**src/rtl/inst_prefetch_queue_if.sv**
```systemverilog
// Memory port shared by the prefetch unit and the core's stage arbiter.
// The fetch unit is the master: it raises mem_read with an address and
// waits for the one-cycle mem_done pulse carrying the read data.
interface inst_prefetch_queue_if;
  logic        mem_grant;
  logic [63:0] mem_address;
  logic [1:0]  mem_datasize;
  logic        mem_read;
  logic [63:0] mem_readdata;
  logic        mem_done;

  modport master (
    input  mem_grant,
    input  mem_readdata,
    input  mem_done,
    output mem_address,
    output mem_datasize,
    output mem_read
  );

  modport slave (
    output mem_grant,
    output mem_readdata,
    output mem_done,
    input  mem_address,
    input  mem_datasize,
    input  mem_read
  );
endinterface

```
**src/rtl/inst_prefetch_queue.sv**
```systemverilog
// Prefetching instruction fetch unit for the MMIX core.
// Fetches sequential tetras into a DEPTH-entry FIFO ahead of dispatch,
// one outstanding read at a time. A redirect flushes the queue; a read
// already on the bus is allowed to finish and its data is thrown away.
module inst_prefetch_queue #(
  parameter int          DEPTH    = 4,
  parameter logic [63:0] RESET_PC = 64'h8000_0000_0000_0000
) (
  input  logic                     clk,
  input  logic                     reset,
  input  logic                     redirect,
  input  logic [63:0]              redirect_pc,
  input  logic                     deq,
  output logic                     head_valid,
  output logic [63:0]              head_loc,
  output logic [31:0]              head_inst,
  output logic [$clog2(DEPTH):0]   count,
  inst_prefetch_queue_if.master    mem
);

  localparam int AW = $clog2(DEPTH);
  localparam int PW = AW + 1;
  localparam logic [PW-1:0] DEPTH_C     = PW'(DEPTH);
  localparam logic [63:0]   RESET_ALIGN = {RESET_PC[63:2], 2'b00};

  typedef enum logic [1:0] {
    IDLE  = 2'd0,
    REQ   = 2'd1,
    DRAIN = 2'd2
  } state_t;

  state_t        state_reg, state_next;
  logic [63:0]   fetch_pc_reg, fetch_pc_next;
  logic          mem_read_reg, mem_read_next;
  logic [63:0]   mem_address_reg, mem_address_next;
  logic [PW-1:0] wr_ptr_reg, wr_ptr_next;
  logic [PW-1:0] rd_ptr_reg, rd_ptr_next;
  logic          push;
  logic          pop;
  logic          full;
  logic [63:0]   redirect_aligned;

  // Queue storage: the location and tetra of each fetched instruction.
  logic [63:0]   loc_mem  [DEPTH];
  logic [31:0]   inst_mem [DEPTH];

  // Upper data half and low redirect bits carry nothing for instruction fetch.
  logic unused_bits;
  assign unused_bits = ^{mem.mem_readdata[63:32], redirect_pc[1:0]};

  assign redirect_aligned = {redirect_pc[63:2], 2'b00};
  assign count            = wr_ptr_reg - rd_ptr_reg;
  assign full             = (count == DEPTH_C);
  assign head_valid       = (count != '0);
  assign head_loc         = loc_mem[rd_ptr_reg[AW-1:0]];
  assign head_inst        = inst_mem[rd_ptr_reg[AW-1:0]];

  assign mem.mem_read     = mem_read_reg;
  assign mem.mem_address  = mem_address_reg;
  assign mem.mem_datasize = 2'd2;

  // Next-state and bus control: issue from IDLE, wait for mem_done in REQ,
  // and swallow the in-flight read in DRAIN after a redirect.
  always_comb begin
    state_next       = state_reg;
    fetch_pc_next    = fetch_pc_reg;
    mem_read_next    = mem_read_reg;
    mem_address_next = mem_address_reg;
    push             = 1'b0;
    case (state_reg)
      IDLE: begin
        if (redirect) begin
          fetch_pc_next = redirect_aligned;
        end else if (mem.mem_grant && !full) begin
          mem_read_next    = 1'b1;
          mem_address_next = fetch_pc_reg;
          state_next       = REQ;
        end
      end
      REQ: begin
        if (redirect) begin
          fetch_pc_next = redirect_aligned;
          if (mem.mem_done) begin
            mem_read_next = 1'b0;
            state_next    = IDLE;
          end else begin
            state_next = DRAIN;
          end
        end else if (mem.mem_done) begin
          push          = 1'b1;
          fetch_pc_next = fetch_pc_reg + 64'd4;
          mem_read_next = 1'b0;
          state_next    = IDLE;
        end
      end
      DRAIN: begin
        if (redirect) begin
          fetch_pc_next = redirect_aligned;
        end
        if (mem.mem_done) begin
          mem_read_next = 1'b0;
          state_next    = IDLE;
        end
      end
      default: begin
        state_next    = IDLE;
        mem_read_next = 1'b0;
      end
    endcase
  end

  // Pointer update: a redirect empties the queue and drops any pop or push.
  always_comb begin
    pop         = deq && head_valid && !redirect;
    wr_ptr_next = wr_ptr_reg;
    rd_ptr_next = rd_ptr_reg;
    if (redirect) begin
      rd_ptr_next = wr_ptr_reg;
    end else begin
      if (push) wr_ptr_next = wr_ptr_reg + PW'(1);
      if (pop)  rd_ptr_next = rd_ptr_reg + PW'(1);
    end
  end

  // State, fetch address, bus and pointer registers.
  always_ff @(posedge clk) begin
    if (reset) begin
      state_reg       <= IDLE;
      fetch_pc_reg    <= RESET_ALIGN;
      mem_read_reg    <= 1'b0;
      mem_address_reg <= RESET_ALIGN;
      wr_ptr_reg      <= '0;
      rd_ptr_reg      <= '0;
    end else begin
      state_reg       <= state_next;
      fetch_pc_reg    <= fetch_pc_next;
      mem_read_reg    <= mem_read_next;
      mem_address_reg <= mem_address_next;
      wr_ptr_reg      <= wr_ptr_next;
      rd_ptr_reg      <= rd_ptr_next;
    end
  end

  // Queue write port; contents need no reset since the pointers gate validity.
  always_ff @(posedge clk) begin
    if (push) begin
      loc_mem[wr_ptr_reg[AW-1:0]]  <= fetch_pc_reg;
      inst_mem[wr_ptr_reg[AW-1:0]] <= mem.mem_readdata[31:0];
    end
  end

endmodule

```
**src/flat_wrapper.sv**
```systemverilog
// flat-port wrapper written by rule: the top's interface ports become plain ports
module inst_prefetch_queue_flat 
#(
  parameter int          DEPTH    = 4,
  parameter logic [63:0] RESET_PC = 64'h8000_0000_0000_0000
)
  (clk, reset, redirect, redirect_pc, deq, head_valid, head_loc, head_inst, count, mem_mem_grant, mem_mem_readdata, mem_mem_done, mem_mem_address, mem_mem_datasize, mem_mem_read);
  inst_prefetch_queue_if mem_i ();
  input  logic clk;
  input  logic reset;
  input  logic redirect;
  input  logic [63:0] redirect_pc;
  input  logic deq;
  output logic head_valid;
  output logic [63:0] head_loc;
  output logic [31:0] head_inst;
  output logic [$clog2(DEPTH):0] count;
  input wire logic [$bits(mem_i.mem_grant)-1:0] mem_mem_grant;
  input wire logic [$bits(mem_i.mem_readdata)-1:0] mem_mem_readdata;
  input wire logic [$bits(mem_i.mem_done)-1:0] mem_mem_done;
  output wire logic [$bits(mem_i.mem_address)-1:0] mem_mem_address;
  output wire logic [$bits(mem_i.mem_datasize)-1:0] mem_mem_datasize;
  output wire logic [$bits(mem_i.mem_read)-1:0] mem_mem_read;
  assign mem_i.mem_grant = mem_mem_grant;
  assign mem_i.mem_readdata = mem_mem_readdata;
  assign mem_i.mem_done = mem_mem_done;
  assign mem_mem_address = mem_i.mem_address;
  assign mem_mem_datasize = mem_i.mem_datasize;
  assign mem_mem_read = mem_i.mem_read;
  inst_prefetch_queue #(.DEPTH(DEPTH), .RESET_PC(RESET_PC)) u_core (.clk(clk), .reset(reset), .redirect(redirect), .redirect_pc(redirect_pc), .deq(deq), .head_valid(head_valid), .head_loc(head_loc), .head_inst(head_inst), .count(count), .mem(mem_i));
endmodule
```
**config.mk**
```make
export PLATFORM = sky130hd
export DESIGN_NAME = inst_prefetch_queue_flat
export DESIGN_NICKNAME = d
export VERILOG_FILES = /design/src/rtl/inst_prefetch_queue_if.sv /design/src/rtl/inst_prefetch_queue.sv /design/src/flat_wrapper.sv
export SDC_FILE = /design/constraint.sdc
export NUM_CORES = 1
export LEC_CHECK = 0
export CAP_MARGIN = 15
export CORE_MARGIN = 2
export CORE_UTILIZATION = 49
export CTS_CLUSTER_SIZE = 12
export DETAILED_ROUTE_END_ITERATION = 7
export PLACE_DENSITY = 0.83
export SLEW_MARGIN = 40
export SYNTH_ARGS = -nofsm -noshare
export SYNTH_HDL_FRONTEND = slang
export SYNTH_SLANG_ARGS = --single-unit
```
**constraint.sdc**
```tcl
create_clock -name clk -period 3.6 [get_ports clk]
set_input_delay 0.36 -clock clk [delete_from_list [all_inputs] [get_ports clk]]
set_output_delay 0.36 -clock clk [all_outputs]
set_load 0.05 [all_outputs]
```
### After elaboration in Yosys (flattened, before gate mapping)

Memories as Yosys holds them, arrays and structs flattened. A register that Yosys moved wholly into a read port is not among the register bits.
Cells that the tools add are included.

| cells by class | value |
|---|---|
| magnitude comparators | 0 |
| multiplexer cells | 25 |
| bitwise gates (word level) | 1 |
| equality and inequality tests | 8 |
| div/mod/pow operators | 0 |
| reduce and logical (&&, ||, !) cells | 16 |
| multiply operators | 0 |
| add/sub/neg operators | 4 |
| shift-type cells | 0 |

Operator list:

| cell | number |
|---|---|
| 64-bit 2-to-1 mux | 3 |
| 64-bit one-hot mux with 2 select lines | 1 |
| 64-bit by 3-bit adder with 64-bit output, second input constant | 1 |
| 2-bit 2-to-1 mux | 9 |
| 3-bit AND reduction | 3 |
| 1-bit 2-to-1 mux | 8 |
| 3-bit by 1-bit adder with 3-bit output, second input constant | 2 |
| 3-bit 2-to-1 mux | 2 |
| 2-bit by 1-bit inequality test with 1-bit output, second input constant | 3 |
| 2-bit one-hot mux with 3 select lines | 1 |
| 2-bit AND reduction | 2 |
| 2-bit nonzero test | 2 |
| 2-bit OR reduction | 2 |
| 3-bit == test, second input constant | 1 |
| 1-bit logical AND | 3 |
| 3-bit inequality test, second input constant | 1 |
| 3-bit nonzero test | 1 |
| 3-bit subtractor | 1 |
| 2-bit by 1-bit == test with 1-bit output, second input constant | 1 |
| 2-bit == test, second input constant | 1 |
| 1-bit zero test | 2 |
| 2-bit zero test | 1 |
| 2-bit inequality test, second input constant | 1 |
| 1-bit one-hot mux with 2 select lines | 1 |
| 1-bit NOT | 1 |

| storage, ports and cells | value |
|---|---|
| flip-flop bits (word level) | 137 |
| logic and storage cells | 62 |
| input bits | 134 |
| output and inout port bits | 167 |
| memories | 2 |
| memory bits (read-only) | 0 |
| latch bits | 0 |
| bits in writable memories | 384 |

Memory list:

| memory | words | width | read ports | clocked after Yosys merged registers in | wr ports | RTL line | RTL |
|---|---|---|---|---|---|---|---|
| u_core.loc_mem | 4 | 64 | 1 | 1 | 1 | inst_prefetch_queue.sv:44 | `logic [63:0] loc_mem [DEPTH];` |
| u_core.inst_mem | 4 | 32 | 1 | 1 | 1 | inst_prefetch_queue.sv:45 | `logic [31:0] inst_mem [DEPTH];` |

### Logic depth before layout (Yosys ltp)

Gate-level depths: netlist of run 1.

| logic depth | value |
|---|---|
| word-level depth | 8 |
| depth in mapped cells | 12 |
| gate-level depth less buffers | 9 |

### Worst setup path after synthesis of run 1

No wires, ideal clock.

| path | value |
|---|---|
| path type | register -> register |
| from | register u_core.state_reg[0] |
| to | memory u_core.inst_mem[3][0] (enable) |
| data arrival time | 3.134 ns |
| cell stages (with the launch flop) | 4 |
| buffers on the path | 0 |
| required time | 3.134 ns |
| clock period less this slack | 3.600 ns |
| library setup time | 0.466 ns |
| slack | 0.000 ns |
| cells stage by stage | dfxtp_1 ha_1 nor2b_1 and3_1 |

| between the ends | value |
|---|---|
| cells in the longest elaborated chain, start to end | 4 |

RTL lines:

| item | RTL line | RTL |
|---|---|---|
| from (decl) | inst_prefetch_queue.sv:32 | `state_t state_reg, state_next;` |
| from (signal assigned) | inst_prefetch_queue.sv:135 | `state_reg <= state_next;` |
| 2-bit by 1-bit == test with 1-bit output | inst_prefetch_queue.sv:70 | `case (state_reg)` |
| 1-bit 2-to-1 mux | inst_prefetch_queue.sv:70 |  |
| 1-bit 2-to-1 mux | inst_prefetch_queue.sv:146 | `if (push) begin` |
| 1-bit 2-to-1 mux (not written as such) | inst_prefetch_queue.sv:148 | `inst_mem[wr_ptr_reg[AW-1:0]] <= mem.mem_readdata[31:0];` |
| to (decl) | inst_prefetch_queue.sv:45 |  |

Every way passes these cells.

### Worst setup path in the final report of run 1

| path | value |
|---|---|
| from | register u_core.wr_ptr_reg[0] |
| to | output port head_valid |

| between the ends | value |
|---|---|
| cells in the longest elaborated chain, start to end | 2 |

RTL lines:

| item | RTL line | RTL |
|---|---|---|
| from (decl) | inst_prefetch_queue.sv:36 | `logic [PW-1:0] wr_ptr_reg, wr_ptr_next;` |
| from (signal assigned) | inst_prefetch_queue.sv:139 | `wr_ptr_reg <= wr_ptr_next;` |
| 3-bit subtractor | inst_prefetch_queue.sv:52 | `assign count = wr_ptr_reg - rd_ptr_reg;` |
| 3-bit nonzero test | inst_prefetch_queue.sv:54 | `assign head_valid = (count != '0);` |
| to (decl) | flat_wrapper.sv:14 | `output logic head_valid;` |

Every way passes these cells.

==> results of run 1 <==
power by group through the flow:
stage               clock [mW]  combinational (mW)  sequential (mW)
floorplan                    0               0.929             6.77
global placement             0                1.50             6.78
detailed placement           0                1.52             6.79
CTS                       5.16                1.53             6.67
global route              5.38                1.60             6.69
finish                    5.06                1.52             6.68
synthesized netlist by cell type, types with 13 or more instances:
| cell type | count | area (um2) |
|---|---|---|
| nor4_1 | 23 | 143.9 |
| clkbuf_1 | 71 | 266.5 |
| buf_1 | 14 | 52.55 |
| dfxtp_1 | 135 | 2703 |
| o21ai_0 | 41 | 205.2 |
| inv_1 | 13 | 48.80 |
| nor2_1 | 59 | 221.5 |
| nand4_1 | 26 | 162.7 |
| nor3_1 | 21 | 105.1 |
| a21oi_1 | 117 | 585.6 |
| and3_1 | 20 | 125.1 |
| mux4_2 | 94 | 2117 |
| a22oi_1 | 13 | 97.59 |
| edfxtp_1 | 376 | 11290 |
| nand2_1 | 207 | 777.0 |
| nand3_1 | 33 | 165.2 |
cells by family (layout without fill, tap and decap cells):
kind of cell,after synthesis,count (layout)
and+or+nand+nor,442,442
buffers and inverters,112,408
DFF,511,511
muxes,103,103
other,2,8
adders and majority gates,13,13
xor gates and xnor gates,5,5
AOI/OAI and AO/OA,258,258
worst max path at each step:
stage                         start                      end  slack [ns]  depth (start not counted)
2_1_floorplan   u_core.state_reg[0]    u_core.inst_mem[3][0]      0.0003                          3
3_3_place_gp               redirect  u_core.fetch_pc_reg[40]        0.60                          7
3_5_place_dp               redirect  u_core.fetch_pc_reg[40]        0.47                          7
4_1_cts        u_core.wr_ptr_reg[0]               head_valid        0.13                          6
5_1_grt        u_core.wr_ptr_reg[0]               head_valid        0.03                          6
6_report       u_core.wr_ptr_reg[0]               head_valid        0.16                          6
metrics by stage:
step	hold slack [ns]	setup WS (ns)	utilization, %	power, mW
global placement	0.4434	0.6015	57.41	8.276
finish	0.2383	0.1589	61.23	13.26
detailed placement	0.4465	0.4708	57.41	8.316
floorplan	0.4548	0.0002875	-	7.695
CTS	0.3213	0.1301	61.20	13.36
global route	0.2542	0.02849	61.23	13.67
routing by layer:
layer | vias up | track usage, %
met5 | - | 0
met4 | 4 | 6.675
met3 | 84 | 4.433
met2 | 653 | 39.55
met1 | 6923 | 32.80
li1 | 6098 | -
layout make-up:
type / instances / area, um2 / share of cell area (%)
Multi-Input combinational cell: 827 / 6188 / 24.26
Sequential cell: 511 / 14000 / 54.89
Antenna cell: 2 / 5.005 / 0.01962
Tap cell: 539 / 674.4 / 2.644
Clock buffer: 84 / 1483 / 5.812
Timing Repair Buffer: 299 / 3009 / 11.80
Inverter: 13 / 48.80 / 0.1913
Clock inverter: 12 / 100.1 / 0.3924
==> key figures, run 1 <==
STA
  – RSZ-0062 raised after global routing: false
  – Clock Skews: ~0.016 ns
  – Maximum operating frequency: between 200 and 300 MHz
  – Final Hold Fails: 0
  – Period Utilization, post-route: a little over nine tenths
  – Slew @ Worst Pin: around 0.74 ns
  – Final Setup Violations: 0
  – Min Tclk post-route: about 3.4 ns
  – Post-route setup TNS: 0 ns
  – Slew headroom: roughly half
  – Slew Limit Fails: 0

Pwr
  – Comb pwr share: 11.5%
  – Switching fraction of total power: 25.11%
  – Switch Pwr: 3.331 mW
  – Power Density: slightly above 500 nW/um2
  – Peak VDD IR: 0.3288 mV
  – Internal power: 9.933 mW
  – Clock share of power: 38.2%
  – Leak pwr: slightly above 8 nW
  – Sequential Power Share: 50.3%

Worst setup path
  – R2r worst-path depth: 8
  – CP arrival: slightly above 3 ns
  – CP cell instances: inv_1 > ha_1 > fa_1 > xor3_1 > or3_1 > clkdlybuf4s50_1
  – Nature of the critical path endpoint: output pin
  – Buf+Inv Stages, Crit Path: 2
  – Worst Path Max Fanout: 4
  – CP Data Required Time: 3.24 ns
  – Flop-to-flop setup slack: 0.49 ns
  – CP Launch Type: flip-flop
  – Crit path max-delay cell type: clkdlybuf4s50_1
  – Family with the most delay on the worst path: buffers and inverters
  – Worst stage delay on the critical path: around 0.73 ns
  – R2r startpoint: u_core.state_reg[0]
  – Critical setup path kind: flip-flop to output pin
  – R2r endpoint: u_core.fetch_pc_reg[40]

GRT
  – Gr ovfl total: 0
  – Largest net degree at the start of global routing: 95
  – Initial antenna violation count: 4
  – Vias in the first global route: roughly 14k
  – First-pass GRT wire length: between 70000 and 80000 um
  – GRT Util Overall: 23.95%

Floorplan
  – # IOs: 301
  – Starting density of the core: approximately 50%
  – Cell row count: 75
  – Die X: approximately 210 um
  – Die H: ~210 um
  – Core Region: between 40000 and 50000 um2
  – Die Area: between 40000 and 50000 um2

Clock network
  – Setup Fix Bufs, Post-CTS: 0
  – CTS clk-pin slew, worst paths: 0.06 ns
  – Num CTS Buffers: 52
  – Clock H-tree levels: 2
  – Clk_lat worst skew: 0.59 ns
  – Cts repair resizes: 0
  – CTS tree: built
  – Max clock buf depth: 3
  – Root buf cell: clkbuf_16
  – Clk sinks: slightly above 500
  – Hold_buf cts: 0

Placement
  – DPL Wire Length: about 34000 um
  – Buffers added on ports: between 200 and 300
  – DP Area: about 24000 um2
  – Gp weighted congestion: ~0.9
  – Placed cell count: approximately 2.2k

Job
  – Max_cap viols: 0

Synthesis
  – Largest family of logic cells by synthesized area: multiplexers
  – Synth Area in Compound Gates: under 10%
  – Post-Synth XOR/XNOR Area: less than 1%
  – Synth Instances: ~1.4k
  – Synth unique cells: 66
  – Yosys Warn Count: 0
  – Synth Cell Area: 20580 um2
  – Post-synthesis mux area share: a little over a tenth
  – Synthesized flop and latch total: around 510
  – Synth async-reset ratio: 0%
  – Main synth FF type: edfxtp_1
  – Post-Synth Simple-Gate Area: around a tenth
  – Post-synthesis sequential area ratio: 67.99%
  – Number of synthesized flops with an enable pin: ~380
  – Synth Area per Inst: around 14 um2
  – Synth Area in Adders: less than 1%

Hold path
  – Min-Delay Endpoint: u_core.mem.mem_address[50]
  – Hold/Removal Path Class: input pin to flip-flop
  – Hold path startpoint: reset
  – Hold Path Stages: 2

Cells and area
  – Fill cells: around 3.1k
  – Finished Layout Cells: between 2k and 2.5k
  – Commonest non-fill, non-tap cells in the layout: edfxtp_1, clkdlybuf4s50_1, nand2_1, dfxtp_1, a21oi_1
  – Design Area, Final: about 26000 um2
  – Nets: about 1.9k
  – Max reg flops: about 250
  – Fraction of layout instances using a drive strength above 1: 13.12%
  – Area delta synth->final: 23.94%
  – Commonest non-fill, non-tap cell in the layout: edfxtp_1

Drt
  – DR WL/cell: 23.24 um
  – Routed met2 length: roughly 26000 um
  – M1 WL: ~22000 um
  – Drt pass-1 iters: 5
  – DRT Wirelength: approximately 53000 um
  – Routed vias/inst: around 6
  – Met3 WL: between 3000 and 4000 um
  – Vias: roughly 14k
  – Initial DRC Count: 1324
  – Number of antenna-violating nets in the routed design: 0
  – Highest metal used: met5
  – DRC viols: 0

Outcome
  – Status: complete, no violations
Note: power is estimated with default switching activity, not from simulation.
==> run 2: changes to the inputs <==
--- a/config.mk
+++ b/config.mk
@@ -5,6 +5,7 @@
 export SDC_FILE = /design/constraint.sdc
 export NUM_CORES = 1
 export LEC_CHECK = 0
+export ABC_CLOCK_PERIOD_IN_PS = 3600
 export CAP_MARGIN = 15
 export CORE_MARGIN = 2
 export CORE_UTILIZATION = 49
==> results of run 2 <==
Final layout, timing and power as in run 1 (identical DEF).
